$ cat src/rtl/serial_ctrl_pkg.sv
// ============================================================================
// Module   : serial_ctrl_pkg
// Brief    : Shared state encoding and defaults for the serial shift sequencer.
// Revision : 1.0 - initial release
// ============================================================================
`default_nettype none

package serial_ctrl_pkg;

    localparam int c_state_w       = 2;
    localparam int c_default_width = 8;

    typedef enum logic [c_state_w-1:0] {
        ST_IDLE  = 2'd0,
        ST_SHIFT = 2'd1,
        ST_PAR   = 2'd2
    } state_t;

endpackage

`default_nettype wire

$ cat src/rtl/serial_shift_reg.sv
// ============================================================================
// Module   : serial_shift_reg
// Brief    : Loadable bidirectional shift register; reports the head bit the
//            register will present after this edge, and the word's parity
//            (parity port present only with SERIAL_PARITY_EN).
// Revision : 1.0 - initial release
// ============================================================================
`default_nettype none

module serial_shift_reg
    import serial_ctrl_pkg::*;
#(
    parameter int WIDTH = c_default_width
) (
    input  logic             clk,
    input  logic             rst,
    input  logic             i_load,
    input  logic [WIDTH-1:0] i_data,
    input  logic             i_shift,
    input  logic             i_lsb_first,
    output logic             o_head_next
`ifdef SERIAL_PARITY_EN
    ,
    output logic             o_parity
`endif
);

    logic [WIDTH-1:0] r_data;

    always_ff @(posedge clk) begin
        if (rst) begin
            r_data <= '0;
        end else if (i_load) begin
            r_data <= i_data;
        end else if (i_shift) begin
            r_data <= i_lsb_first ? {1'b0, r_data[WIDTH-1:1]}
                                  : {r_data[WIDTH-2:0], 1'b0};
        end
    end

    // Look-ahead head bit lets the controller register sout in step with the data.
    always_comb begin
        o_head_next = i_lsb_first ? r_data[0] : r_data[WIDTH-1];
        if (i_load) begin
            o_head_next = i_lsb_first ? i_data[0] : i_data[WIDTH-1];
        end else if (i_shift) begin
            o_head_next = i_lsb_first ? r_data[1] : r_data[WIDTH-2];
        end
    end

`ifdef SERIAL_PARITY_EN
    logic r_parity;

    always_ff @(posedge clk) begin
        if (rst) begin
            r_parity <= 1'b0;
        end else if (i_load) begin
            r_parity <= ^i_data;
        end
    end

    assign o_parity = r_parity;
`endif

endmodule

`default_nettype wire

$ cat src/rtl/serial_shift_ctrl.sv
// ============================================================================
// Module   : serial_shift_ctrl
// Brief    : Parallel-in / serial-out frame sequencer with valid/ready load,
//            shift_en rate control and a one-cycle done pulse.
//            Optional trailing even-parity bit: define SERIAL_PARITY_EN.
// Revision : 1.0 - initial release
// ============================================================================
`default_nettype none

module serial_shift_ctrl
    import serial_ctrl_pkg::*;
#(
    parameter int WIDTH     = c_default_width,
    parameter bit LSB_FIRST = 1'b1
) (
    input  logic             clk,
    input  logic             reset,
    input  logic             load_valid,
    input  logic [WIDTH-1:0] load_data,
    output logic             load_ready,
    input  logic             shift_en,
    output logic             sout,
    output logic             sout_valid,
    output logic             busy,
    output logic             done
);

    localparam int                 c_cnt_w = $clog2(WIDTH);
    localparam logic [c_cnt_w-1:0] c_last  = c_cnt_w'(WIDTH - 1);
    localparam logic [c_cnt_w-1:0] c_one   = c_cnt_w'(1);

    state_t             r_state;
    state_t             w_state_next;
    logic [c_cnt_w-1:0] r_cnt;
    logic               w_load;
    logic               w_at_last;
    logic               w_shift;
    logic               w_frame_end;
    logic               w_head_next;
    logic               w_parity;
    logic               w_sout_next;
    logic               w_active_next;
    logic               r_sout;
    logic               r_sout_valid;
    logic               r_busy;
    logic               r_done;

    assign w_load    = (r_state == ST_IDLE) && load_valid;
    assign w_at_last = (r_cnt == c_last);
    assign w_shift   = (r_state == ST_SHIFT) && shift_en && !w_at_last;

    serial_shift_reg #(
        .WIDTH       (WIDTH)
    ) u_shift_reg (
        .clk         (clk),
        .rst         (reset),
        .i_load      (w_load),
        .i_data      (load_data),
        .i_shift     (w_shift),
        .i_lsb_first (LSB_FIRST),
        .o_head_next (w_head_next)
`ifdef SERIAL_PARITY_EN
        ,
        .o_parity    (w_parity)
`endif
    );

`ifndef SERIAL_PARITY_EN
    assign w_parity = 1'b0;
`endif

    always_ff @(posedge clk) begin
        if (reset) begin
            r_state <= ST_IDLE;
        end else begin
            r_state <= w_state_next;
        end
    end

    always_ff @(posedge clk) begin
        if (reset) begin
            r_cnt <= '0;
        end else if (w_load) begin
            r_cnt <= '0;
        end else if (w_shift) begin
            r_cnt <= r_cnt + c_one;
        end
    end

    always_comb begin
        w_state_next = r_state;
        w_frame_end  = 1'b0;
        case (r_state)
            ST_IDLE: begin
                if (load_valid) begin
                    w_state_next = ST_SHIFT;
                end
            end
            ST_SHIFT: begin
                if (shift_en && w_at_last) begin
`ifdef SERIAL_PARITY_EN
                    w_state_next = ST_PAR;
`else
                    w_state_next = ST_IDLE;
                    w_frame_end  = 1'b1;
`endif
                end
            end
`ifdef SERIAL_PARITY_EN
            ST_PAR: begin
                if (shift_en) begin
                    w_state_next = ST_IDLE;
                    w_frame_end  = 1'b1;
                end
            end
`endif
            default: begin
                w_state_next = ST_IDLE;
            end
        endcase
    end

    // Outputs are decoded from the next state so they appear in the cycle the state does.
    always_comb begin
        w_active_next = (w_state_next != ST_IDLE);
        w_sout_next   = 1'b0;
        if (w_state_next == ST_SHIFT) begin
            w_sout_next = w_head_next;
        end else if (w_state_next == ST_PAR) begin
            w_sout_next = w_parity;
        end
    end

    always_ff @(posedge clk) begin
        if (reset) begin
            r_sout       <= 1'b0;
            r_sout_valid <= 1'b0;
            r_busy       <= 1'b0;
            r_done       <= 1'b0;
        end else begin
            r_sout       <= w_sout_next;
            r_sout_valid <= w_active_next;
            r_busy       <= w_active_next;
            r_done       <= w_frame_end;
        end
    end

    assign load_ready = (r_state == ST_IDLE);
    assign sout       = r_sout;
    assign sout_valid = r_sout_valid;
    assign busy       = r_busy;
    assign done       = r_done;

endmodule

`default_nettype wire

$ cat config.mk
export PLATFORM = sky130hd
export DESIGN_NAME = serial_shift_ctrl
export DESIGN_NICKNAME = d
export VERILOG_FILES = /design/src/rtl/serial_ctrl_pkg.sv /design/src/rtl/serial_shift_reg.sv /design/src/rtl/serial_shift_ctrl.sv
export SDC_FILE = /design/constraint.sdc
export NUM_CORES = 1
export LEC_CHECK = 0
export CAP_MARGIN = 40
export CORE_AREA = 2 2 42 44
export CTS_CLUSTER_DIAMETER = 30
export DETAILED_ROUTE_END_ITERATION = 6
export DIE_AREA = 0 0 44 46
export MAX_ROUTING_LAYER = met4
export PLACE_DENSITY = 0.7
export SYNTH_ARGS = -nofsm -noshare
export SYNTH_HDL_FRONTEND = slang
export SYNTH_SLANG_ARGS = --single-unit
$ cat constraint.sdc
create_clock -name clk -period 1.7 [get_ports clk]
set_input_delay 0.255 -clock clk [delete_from_list [all_inputs] [get_ports clk]]
set_output_delay 0.255 -clock clk [all_outputs]
set_load 0.005 [all_outputs]
==> results.sh, run 1 <==
export IMPL_status="finished, final reports clean"
export IMPL_finalPower_mw=0.674
export IMPL_design_die_area_mm2=0.00202
export IMPL_vdd_drop_max_mv=0.438
export IMPL_drv_cap=0
export IMPL_hold_buffers=0
export IMPL_cts_sinks=16
export IMPL_fmax_mhz=638
export IMPL_wl_per_cell_um=12.4
export IMPL_avgSynthCellArea_um2=9.59
export IMPL_antenna_found_initial=0
export IMPL_clkSlewWorstSetupHoldPaths_ns=0.09
export IMPL_rsz0062_at_grt="false"
export IMPL_period_share_pct=92.1
export IMPL_setup_viol=0
export IMPL_vias=547
export IMPL_p_leak_nw=0.320
export IMPL_gp_congestion=0.752
export IMPL_syn_inst=68
export IMPL_ant_nets=0
export IMPL_end_kind="register"
export IMPL_grt_total_usage_pct=14.5
export IMPL_place_area_um2=821
export IMPL_die_x_um=44
export IMPL_yosys_cell_types_count=22
export IMPL_postLayoutCellArea_um2=843
export IMPL_io_pins=17
export IMPL_synth_nets=82
export IMPL_syn2layout_area_growth_pct=29.4
export IMPL_path_cells="ha_1 -> ha_1 -> and4bb_1 -> buf_4 -> nand2_1 -> a311oi_1"
export IMPL_p_per_area_mw_per_mm2=799
export IMPL_dpl_hpwl_um=917
export IMPL_post_route_drc_count=0
export IMPL_io_buffers=16
export IMPL_cpPeakStageDelay_ns=0.33
export IMPL_rows=15
export IMPL_cts_tree="yes"
export IMPL_ctsRootBufferMaster="clkbuf_4"
export IMPL_grt_pass1_vias=470
export IMPL_worstPathArrival_ns=1.76
export IMPL_dieHeight_um=46
export IMPL_nFillCells=154
export IMPL_wl_um=1270
export IMPL_grt_overflow=0
export IMPL_synth_area_um2=652
export IMPL_critPathKind="reg2reg"
export IMPL_synth_seq_cells=16
export IMPL_htreeDepth=1
export IMPL_diodes=0
export IMPL_yosysWarnings=0
export IMPL_viasPerCell=5.36
export IMPL_numCtsBuffers=3
export IMPL_drive_gt1_share_pct=8.24
export IMPL_hold_path_class="reg2reg"
export IMPL_crit_path_max_fanout=10
export IMPL_cts_resized_gates=0
export IMPL_final_nets=101
export IMPL_finalSetupTns_ns=0
export IMPL_mostFrequentLayoutCells="16 x dfxtp_1, 16 x clkdlybuf4s50_1, 7 x nand3_1, 7 x a21oi_1"
export IMPL_hold_ws_ns=0.473
export IMPL_clk_insertion_delay_late_ns=0.28
export IMPL_yosysSeqAreaShare_pct=49.1
export IMPL_cp_start_kind="register"
export IMPL_period_needed_ns=1.57
export IMPL_drtIter0Drc=18
export IMPL_core_area_mm2=0.00161
export IMPL_finClkSkew_ns=0.00502
export IMPL_crit_buf_inv=1
export IMPL_drv_slew=0
export IMPL_first_pass_iters=4
export IMPL_clock_path_buffers=2
export IMPL_cts_setup_buffers=0
export IMPL_finalHoldViolCount=0
export IMPL_grt_pass1_wl_um=2040
export IMPL_required_ns=1.90
export IMPL_path_common_cell="ha_1"
export IMPL_slowest_stage="dfxtp_1"
export IMPL_grt_max_degree=11
export IMPL_initial_core_util_pct=40.4
export IMPL_cpLargestDelayFamily="adder cells"
==> cells by family (layout without fill, tap and decap cells) <==
group                    count (synthesis)  after routing  share of synthesized area [%]
buffers and inverters                    7             24                           6.52
AO/OA/AOI/OAI                           15             15                           15.0
multiplexers                             2              2                           3.07
other                                    1              1                          0.575
adder cells (fa/ha/maj)                  2              2                           3.84
XOR/XNOR                                 1              1                           1.34
flip-flops                              16             16                           49.1
AND/OR/NAND/NOR                         24             24                           20.5
==> through the flow <==
stage | utilization (%) | instances | setup WS [ns]
5_1_grt | 52.2 | 102 | 0.00213
3_3_place_gp | 50.9 | 99 | 0.0874
2_1_floorplan | - | 68 | 0.258
3_5_place_dp | 50.9 | 99 | 0.0659
4_1_cts | 52.2 | 102 | 0.130
6_report | 52.2 | 102 | 0.134
==> worst register-to-register path: cells and delay by family (launching register included) <==
| kind | cells | cell delay (ns) |
|---|---|---|
| compound gates | 1 | 0.25 |
| simple gates | 2 | 0.33 |
| fa+ha+maj | 2 | 0.40 |
| buf+inv | 1 | 0.18 |
| flops | 1 | 0.33 |
==> layer usage <==
metal  vias to the layer above  track usage, %  share of wire (%)
met5                         -               -                  0
met4                         0            9.09               0.95
met3                         2            3.97                5.8
met2                        13            21.5                 48
met1                       253            17.2                 45
li1                        279               -                  -
==> registers in the layout (all words and copies together), names as in the netlist <==
name,cells
u_shift_reg.r_data,8
r_cnt,3
r_state,2
busy,1
done,1
sout,1
==> final timing paths <==
check	startpoint	to	slack (ns)	depth (start not counted)
worst max-delay path	r_cnt[0]	u_shift_reg.r_data[4]	0.13	6
worst min-delay path	u_shift_reg.r_data[7]	u_shift_reg.r_data[7]	0.47	2
worst max register to register	r_cnt[0]	u_shift_reg.r_data[4]	0.13	6
worst min register to register	u_shift_reg.r_data[7]	u_shift_reg.r_data[7]	0.47	2
==> synthesized netlist by cell type <==
cell,count,share of area [%]
buf_2,1,0.77
buf_4,2,2.3
ha_1,2,3.8
nand4bb_1,1,1.7
a22oi_1,5,5.8
clkbuf_1,1,0.58
nor3b_2,1,1.9
a21oi_1,7,5.4
conb_1,1,0.58
xnor2_1,1,1.3
o211ai_1,1,1.2
mux2i_1,2,3.1
a311oi_1,2,2.7
buf_6,1,1.7
dfxtp_1,16,49
inv_1,2,1.2
nor2_1,4,2.3
nor3_1,4,3.1
nand2_1,5,2.9
nand3_1,7,5.4
or3b_1,1,1.3
and4bb_1,1,1.9
==> area by class of cell <==
type | count | area [µm²] | area share (%)
sequential | 16 | 320 | 38.0
timing repair buffer | 19 | 183 | 21.7
tap | 17 | 21.3 | 2.52
inverter | 2 | 7.51 | 0.890
clock buffer | 3 | 22.5 | 2.67
multi-input combinational | 45 | 289 | 34.3
==> report_power, final <==
group	internal, mW	switching, mW
Sequential	0.389	0.0103
Clock	0.0821	0.114
Combinational	0.0475	0.0305
Total	0.519	0.155
No activity file was read; power rests on OpenSTA's default activity.
==> inputs of run 2 (changes only) <==
Settings changed: HOLD_SLACK_MARGIN set to 0.02.
==> results of run 2 <==
Same layout as run 1: the final DEF is identical, and so are final timing and power.
==> edit (flow settings as in run 1) <==
Change the parameter `LSB_FIRST` from 1'b1 to 1'b0.
--- a/src/rtl/serial_shift_ctrl.sv
+++ b/src/rtl/serial_shift_ctrl.sv
@@ -13,3 +13,3 @@
     parameter int WIDTH     = c_default_width,
-    parameter bit LSB_FIRST = 1'b1
+    parameter bit LSB_FIRST = 1'b0
 ) (
Formal check against the unedited RTL: not equivalent (a bounded check fails within 4 cycles, from zero or initial values and one cycle with reset high).
==> edit against run 1 <==
Worst hold slack improved by 0.0030 ns; cell area increased by 5.6%; clock skew decreased by 0.0021 ns; critical endpoint is now sout; total power increased by 9.5%; setup slack got worse by 0.037 ns; sequential cell count unchanged; wire length increased by 2.5%; area after synthesis increased by 4.8%.
==> edit: results (changes against run 1) <==
[final_layout]
clock_area_frac = 0.0407  ; was 0.0267
non_clock_buffer_count = 20  ; was 19
fill_cells = 145  ; was 154
stdcell_area_sq_um = 891  ; was 843 sq um
final_nets = 100  ; was 101
clock_buffers = 4  ; was 3
multi_input_comb_area_sq_um = 323  ; was 289 sq um

[critical_path]
timing.critical_path.to = sout  ; was u_shift_reg.r_data[4]
cp_data_arrival_time_ns = 1.81  ; was 1.76 ns
timing.critical_path.slowest_stage_cell = sky130_fd_sc_hd__and4bb_2  ; was sky130_fd_sc_hd__dfxtp_1
crit_path_max_incr_delay_ns = 0.36  ; was 0.33 ns

[global_routing]
grtUsageTotal = 0.153  ; was 0.145
grt_start_max_net_pins = 12  ; was 11

[hold_path]
timing.hold.worst.start = u_shift_reg.r_data[0]  ; was u_shift_reg.r_data[7]
min_to = u_shift_reg.r_data[0]  ; was u_shift_reg.r_data[7]

[placement]
dpl.hpwl_um = 921  ; was 917 um

[synthesis]
synth_fp_nets = 81  ; was 82
synth.yosys.seq_area_share = 0.469  ; was 0.491
synth.lib_cells_used.distinct = 24  ; was 22
post_synth_most_frequent_cells = sky130_fd_sc_hd__dfxtp_1 (16), sky130_fd_sc_hd__a21oi_1 (8), sky130_fd_sc_hd__nand3_1 (8)  ; was sky130_fd_sc_hd__dfxtp_1 (16), sky130_fd_sc_hd__a21oi_1 (7), sky130_fd_sc_hd__nand3_1 (7)

[routing]
drt-initial-drc-count = 13  ; was 18
postRouteWirelength_um = 1300  ; was 1270 um
met1_length_um = 604  ; was 573 um
wl_per_cell_um = 12.7  ; was 12.4 um

[pwr]
total_leakage_power_nw = 0.320  ; about the same
comb_cell_power_mw = 0.0840  ; was 0.0780 mW
switching_power_mw = 0.169  ; was 0.155 mW

[sta]
period_minus_slack_ns = 1.60  ; was 1.57 ns
worst_clock_skew_ns = 0.00291  ; was 0.00502 ns

[run_status]
run_status = complete, no violations  ; unchanged

[edit: changes by cell type in the layout (fill, tap and decap cells not counted), sizes merged]
cell    change
o211ai      -1
nor3        -1
o21ai       +1
nand3       +2
a21oi       +1
a311oi      -2
inv         -2
buf         +1
or2         +1
nand2       -4
clkbuf      +1
a22oi       +2
a211oi      +1
[edit: logic make-up after synthesis]
logic type	count (synthesis)	share of synthesized area
XOR/XNOR	1	0.0128
other	1	0.00549
buffers and inverters	6	0.0586
adder cells (fa/ha/maj)	2	0.0366
AO/OA/AOI/OAI	17	0.168
flip-flops	16	0.469
AND/OR/NAND/NOR	22	0.220
multiplexers	2	0.0293
[edit: per-layer routing]
layer,vias up,track usage
met5,-,-
met4,0,0.0909
met3,4,0.0278
met2,20,0.241
met1,254,0.182
li1,278,-
[edit: what timing repair did]
| item | in CTS | in global routing |
|---|---|---|
| resized for setup | 0 | 1 |
| setup endpoints to repair | 0 | 1 |
| setup buffers | 0 | 0 |
